### src/rtl/rst_seq_pkg.sv
// Shared definitions for the reset release sequencer: state encoding and
// width-derivation helpers used by the top and the timer.
package rst_seq_pkg;

  typedef enum logic [1:0] {
    ST_DELAY    = 2'd0,
    ST_WAIT_ACK = 2'd1,
    ST_DONE     = 2'd2
  } seq_state_t;

  // Ceiling log2 for elaboration-time width math.
  function automatic int clog2_f(input int value);
    int w;
    w = 0;
    for (int i = 0; i < 32; i++) begin
      if ((64'd1 << w) < 64'(value)) begin
        w = w + 1;
      end else begin
        w = w;
      end
    end
    return w;
  endfunction

  // Stage index width; never narrower than one bit.
  function automatic int idx_w_f(input int num_outs);
    return (num_outs <= 1) ? 1 : clog2_f(num_outs);
  endfunction

  // Counter width covering both the settle delay and the ack timeout.
  function automatic int cnt_w_f(input int dly_cycles, input int tmo_cycles);
    int m;
    int w;
    m = (dly_cycles > tmo_cycles) ? dly_cycles : tmo_cycles;
    w = clog2_f(m);
    return (w < 1) ? 1 : w;
  endfunction

endpackage

### src/rtl/rst_seq_timer.sv
// Clearable up-counter with a terminal-count compare. One instance serves
// both the settle-delay and the ack-timeout phases of the sequencer.
module rst_seq_timer
  import rst_seq_pkg::*;
#(
  parameter int CNT_W = 10
) (
  input  logic             CLK,
  input  logic             RST,
  input  logic             clr,
  input  logic             en,
  input  logic [CNT_W-1:0] tc_val,
  output logic             tc
);

  logic [CNT_W-1:0] cnt_r;

  // Count up while enabled; clear has priority so every phase starts at zero.
  always_ff @(posedge CLK or negedge RST) begin
    if (!RST) begin
      cnt_r <= {CNT_W{1'b0}};
    end else if (clr) begin
      cnt_r <= {CNT_W{1'b0}};
    end else if (en) begin
      cnt_r <= cnt_r + {{(CNT_W-1){1'b0}}, 1'b1};
    end else begin
      cnt_r <= cnt_r;
    end
  end

  assign tc = (cnt_r == tc_val);

endmodule

### src/rtl/rst_seq.sv
// Reset release sequencer: releases NUM_OUTS downstream resets one at a time
// in index order, each after a settle delay, then waits for the stage's ack
// with a timeout. A software request re-asserts everything and restarts.
module rst_seq
  import rst_seq_pkg::*;
#(
  parameter  int NUM_OUTS   = 4,
  parameter  int DLY_CYCLES = 16,
  parameter  int TMO_CYCLES = 1024,
  localparam int IDX_W      = idx_w_f(NUM_OUTS),
  localparam int CNT_W      = cnt_w_f(DLY_CYCLES, TMO_CYCLES)
) (
  input  logic                CLK,
  input  logic                RST,
  input  logic                SW_RST_REQ,
  input  logic [NUM_OUTS-1:0] STAGE_ACK,
  output logic [NUM_OUTS-1:0] RST_OUT_N,
  output logic                SEQ_DONE,
  output logic                TMO_ERR,
  output logic [IDX_W-1:0]    TMO_STAGE
);

  localparam logic [CNT_W-1:0] DLY_TC   = CNT_W'(DLY_CYCLES - 1);
  localparam logic [CNT_W-1:0] TMO_TC   = CNT_W'(TMO_CYCLES - 1);
  localparam logic [IDX_W-1:0] LAST_IDX = IDX_W'(NUM_OUTS - 1);
  localparam logic [IDX_W-1:0] ONE_IDX  = IDX_W'(1);

  seq_state_t          state_r;
  seq_state_t          state_s;
  logic [IDX_W-1:0]    idx_r;
  logic [IDX_W-1:0]    idx_s;
  logic [NUM_OUTS-1:0] rst_out_r;
  logic [NUM_OUTS-1:0] rst_out_s;
  logic                seq_done_r;
  logic                seq_done_s;
  logic                tmo_err_r;
  logic                tmo_err_s;
  logic [IDX_W-1:0]    tmo_stage_r;
  logic [IDX_W-1:0]    tmo_stage_s;

  logic                tmr_clr_s;
  logic                tmr_en_s;
  logic                tmr_tc_s;
  logic [CNT_W-1:0]    tmr_tc_val_s;
  logic                ack_cur_s;

  rst_seq_timer #(
    .CNT_W (CNT_W)
  ) u_timer (
    .CLK    (CLK),
    .RST    (RST),
    .clr    (tmr_clr_s),
    .en     (tmr_en_s),
    .tc_val (tmr_tc_val_s),
    .tc     (tmr_tc_s)
  );

  // Only the ack of the stage currently being waited on matters.
  assign ack_cur_s = STAGE_ACK[idx_r];

  // Terminal count follows the phase: timeout while waiting, settle otherwise.
  always_comb begin
    tmr_tc_val_s = DLY_TC;
    if (state_r == ST_WAIT_ACK) begin
      tmr_tc_val_s = TMO_TC;
    end else begin
      tmr_tc_val_s = DLY_TC;
    end
  end

  // Next-state and next-output logic; software request overrides everything.
  always_comb begin
    state_s     = state_r;
    idx_s       = idx_r;
    rst_out_s   = rst_out_r;
    seq_done_s  = seq_done_r;
    tmo_err_s   = tmo_err_r;
    tmo_stage_s = tmo_stage_r;
    tmr_clr_s   = 1'b0;
    tmr_en_s    = 1'b0;

    if (SW_RST_REQ) begin
      state_s    = ST_DELAY;
      idx_s      = {IDX_W{1'b0}};
      rst_out_s  = {NUM_OUTS{1'b0}};
      seq_done_s = 1'b0;
      tmr_clr_s  = 1'b1;
    end else begin
      case (state_r)
        ST_DELAY: begin
          if (tmr_tc_s) begin
            rst_out_s[idx_r] = 1'b1;
            tmr_clr_s        = 1'b1;
            state_s          = ST_WAIT_ACK;
          end else begin
            tmr_en_s = 1'b1;
          end
        end
        ST_WAIT_ACK: begin
          if (ack_cur_s || tmr_tc_s) begin
            // A timeout only counts when the ack did not arrive on this edge.
            if (!ack_cur_s && !tmo_err_r) begin
              tmo_err_s   = 1'b1;
              tmo_stage_s = idx_r;
            end else begin
              tmo_err_s   = tmo_err_r;
            end
            tmr_clr_s = 1'b1;
            if (idx_r == LAST_IDX) begin
              state_s    = ST_DONE;
              seq_done_s = 1'b1;
            end else begin
              idx_s   = idx_r + ONE_IDX;
              state_s = ST_DELAY;
            end
          end else begin
            tmr_en_s = 1'b1;
          end
        end
        ST_DONE: begin
          state_s = ST_DONE;
        end
        default: begin
          state_s    = ST_DELAY;
          idx_s      = {IDX_W{1'b0}};
          rst_out_s  = {NUM_OUTS{1'b0}};
          seq_done_s = 1'b0;
          tmr_clr_s  = 1'b1;
        end
      endcase
    end
  end

  // State and registered outputs; RST clears everything including the error.
  always_ff @(posedge CLK or negedge RST) begin
    if (!RST) begin
      state_r     <= ST_DELAY;
      idx_r       <= {IDX_W{1'b0}};
      rst_out_r   <= {NUM_OUTS{1'b0}};
      seq_done_r  <= 1'b0;
      tmo_err_r   <= 1'b0;
      tmo_stage_r <= {IDX_W{1'b0}};
    end else begin
      state_r     <= state_s;
      idx_r       <= idx_s;
      rst_out_r   <= rst_out_s;
      seq_done_r  <= seq_done_s;
      tmo_err_r   <= tmo_err_s;
      tmo_stage_r <= tmo_stage_s;
    end
  end

  assign RST_OUT_N = rst_out_r;
  assign SEQ_DONE  = seq_done_r;
  assign TMO_ERR   = tmo_err_r;
  assign TMO_STAGE = tmo_stage_r;

endmodule

### config.mk
export PLATFORM = sky130hd
export DESIGN_NAME = rst_seq
export DESIGN_NICKNAME = d
export VERILOG_FILES = /design/src/rtl/rst_seq_pkg.sv /design/src/rtl/rst_seq_timer.sv /design/src/rtl/rst_seq.sv
export SDC_FILE = /design/constraint.sdc
export NUM_CORES = 1
export LEC_CHECK = 0
export CORE_AREA = 2 2 45 88
export DETAILED_ROUTE_END_ITERATION = 12
export DIE_AREA = 0 0 47 90
export SLEW_MARGIN = 10
export SYNTH_ARGS = -nofsm -noshare
export SYNTH_HDL_FRONTEND = slang
export SYNTH_SLANG_ARGS = --single-unit
### constraint.sdc
create_clock -name CLK -period 3.3 [get_ports CLK]
set_input_delay 0.495 -clock CLK [delete_from_list [all_inputs] [get_ports CLK]]
set_output_delay 0.495 -clock CLK [all_outputs]
set_load 0.1 [all_outputs]
==> metrics.md <==
| Metric | Value |
|---|---|
| Run status | `completed` |
| Area growth, synth to finish | `17.7%` |
| Row Count | `31` |
| Sw Ratio | `21.3%` |
| Max frequency | `0.390 GHz` |
| Post-layout min period | `2.56 ns` |
| Top cell type's share of synthesized area | `42.8%` |
| Leakage | `0.613 nW` |
| FF-to-FF setup slack | `0.74 ns` |
| R2r endpoint | `u_timer.cnt_r[7]` |
| Nets | `162` |
| Core area | `3570 µm²` |
| First-pass GRT wire length | `4850 µm` |
| Wirelength per Cell | `14.3 µm` |
| Final HPWL DP | `2130 µm` |
| Number of synthesized register bits | `22` |
| Hold Crit Class | `flop to flop` |
| Critical path class | `flop to flop` |
| Initial antenna violation count | `0` |
| Die Area | `4230 µm²` |
| Fraction of registers with async set/reset | `100%` |
| Synth area leader | `dfrtp_1` |
| Post-CTS resize count | `0` |
| Clk pwr share | `38.1%` |
| Fill cells | `366` |
| Synth top area cells | `dfrtp_1 43%, ha_1 7.8%, a21oi_1 6.2%, o21ai_0 3.5%, or4_1 3.5%` |
| Yosys warns | `0` |
| Crit path launch type | `flop` |
| Synth Net Count | `148` |
| Routed Antenna Nets | `0` |
| Vias per inst | `5.47` |
| Num ports | `15` |
| Mapped cell area | `1290 µm²` |
| Top-count cell post-synth | `dfrtp_1` |
| Die W | `47 µm` |
| Clock buffer depth | `2` |
| Period utilization | `77.6%` |
| CTS sink cnt | `22` |
| Mapped Cells | `133` |
| Worst Max-Slew Pin Slew | `1.03 ns` |
| Routability congestion estimate | `0.789` |
| R2R cell count | `7` |
| Max-cap violation count | `0` |
| CP Capture Point | `u_timer.cnt_r[7]` |
| Setup crit start | `state_r[1]` |
| Vias | `1,066` |
| GRT Overall Usage | `15.0%` |
| CTS Buf Count | `3` |
| Switch Pwr | `106 µW` |
| Pin count of the biggest net entering global routing | `23` |
| Relative slew slack | `31.0%` |
| Seq pwr share | `55.2%` |
| Top post-synthesis cells by count | `22 x dfrtp_1, 16 x a21oi_1, 9 x o21ai_0` |
| Internal power | `392 µW` |
| Vert. Die Dim | `90 µm` |
| Sequential share of the synthesized area | `42.8%` |
| CTS clk-pin slew, worst paths | `0.08 ns` |
| Setup violators final | `0` |
| Critical Path Sink Type | `flop` |
| Top FF cell, synth | `dfrtp_1` |
| Cell Pwr Density | `329 nW/µm²` |
| DRT Wirelength | `2790 µm` |
| Root buffer cell | `clkbuf_8` |
| Fin Setup TNS | `0 ns` |
| DRT Pass-1 Iters | `4` |
| Final hold slack | `0.488 ns` |
| Slew Viols, Final | `0` |
| DRT iter0 DRCs | `20` |
| RSZ-0062 raised after global routing | `false` |
| Layout cells sized above 1 | `7.53%` |
| Comb pwr share | `6.7%` |
| Number of post-CTS setup repair buffers | `0` |
| CP arrival | `2.74 ns` |
| Antenna diode count | `0` |
| # hold bufs at CTS | `0` |
| Worst r2r src | `state_r[1]` |
| PortBufs | `14` |
| Fin. Hold Viols | `0` |
| Post-synth EDFFs | `0` |
| Starting density of the core | `36.0%` |
| Remaining DRCs | `0` |
| Clock skew | `0.00465 ns` |
| CP Data Required Time | `3.48 ns` |
| Post-Syn Area per Cell | `9.67 µm²` |
| Vias in the first global route | `1,071` |
| Max VDD drop | `0.259 mV` |
| CTS tree | `yes` |
| H-tree depth | `1` |
| Count of cell types in the netlist | `36` |
| Remaining Overflow, GRT | `0` |
| Crit path max fanout | `16` |
| Clk_lat worst skew | `0.26 ns` |
[power groups by stage]
stage               sequential, mW  combinational (mW)  clock, mW
global route                 0.275              0.0379      0.215
detailed placement           0.280              0.0341          0
floorplan                    0.280              0.0181          0
global placement             0.280              0.0333          0
CTS                          0.275              0.0344      0.199
finish                       0.275              0.0336      0.190
[layout by cell type, fill, tap and decap left out, types with 2 or more instances in the layout]
cell and n:
a31oi_1 2, nand2_1 6, nand3b_1 2, or3_1 3
ha_1 8, mux2_2 2, nand3_1 6, nand3_2 2
mux2i_1 3, nand4_1 3, clkdlybuf4s50_1 14, nor4_1 2
or4_1 6, o31ai_1 5, o21ai_0 9, dfrtp_1 22
clkbuf_8 4, nor2_1 8, a21oi_1 16, inv_1 7
nand2b_1 2
[critical path, stage by stage, from the launching register on]
cell,delay (ns)
dfrtp_1,0.39
inv_1,0.13
ha_1,0.36
or3b_1,0.39
o221ai_2,0.21
nand3_2,0.28
or4_1,0.57
a21oi_1,0.15
[final cells by class]
class | instances | area, µm² | share of cell area, %
multi-input combinational | 99 | 681 | 45.0
sequential | 22 | 551 | 36.4
timing repair buffer | 14 | 140 | 9.26
tap | 49 | 61.3 | 4.05
clock buffer | 4 | 55.1 | 3.64
inverter | 7 | 26.3 | 1.74
[flip-flops by register name, summed over array words and instances, names as in the netlist]
name,cells
idx_r,2
SEQ_DONE,1
u_timer.cnt_r,10
TMO_ERR,1
state_r,2
TMO_STAGE,2
RST_OUT_N,4
[routing by layer]
metal | vias to the layer above | global-route usage, % | share of wire (%)
li1 | 524 | - | -
met1 | 514 | 17.9 | 39
met2 | 22 | 25.1 | 55
met3 | 6 | 2.21 | 2.8
met4 | 0 | 6.02 | 2.6
met5 | - | 0 | 0
[per-stage QoR]
| stage | setup slack, ns | util, % | cells | instance area, µm² | total power [mW] |
|---|---|---|---|---|---|
| global placement | 0.552 | 40.9 | 191 | 1460 | 0.313 |
| CTS | 0.749 | 42.4 | 195 | 1510 | 0.508 |
| floorplan | 1.19 | - | 133 | 1290 | 0.298 |
| finish | 0.738 | 42.4 | 195 | 1510 | 0.498 |
| global route | 0.557 | 42.4 | 195 | 1510 | 0.528 |
| detailed placement | 0.496 | 40.9 | 191 | 1460 | 0.314 |
[kinds of logic (layout without fill, tap and decap cells)]
family	Yosys count	in the layout	synth area share (%)
adders and majority gates	8	8	7.78
xor gates and xnor gates	1	1	0.681
AOI/OAI and AO/OA	38	38	17.9
buffers and inverters	12	25	4.28
DFF	22	22	42.8
muxes	6	6	5.84
and+or+nand+nor	46	46	20.7
[worst min path at each step]
| stage | to | cells after the start | startpoint | slack, ns |
|---|---|---|---|---|
| 2_1_floorplan | RST_OUT_N[0] | 0 | RST | 0.20 |
| 3_3_place_gp | TMO_STAGE[0] | 2 | TMO_STAGE[0] | 0.48 |
| 3_5_place_dp | TMO_STAGE[0] | 2 | TMO_STAGE[0] | 0.47 |
| 4_1_cts | TMO_STAGE[0] | 2 | TMO_STAGE[0] | 0.49 |
| 6_report | TMO_STAGE[0] | 2 | TMO_STAGE[0] | 0.49 |
| 5_1_grt | RST_OUT_N[2] | 2 | RST_OUT_N[2] | 0.52 |
(Power assumes the default switching activity.)
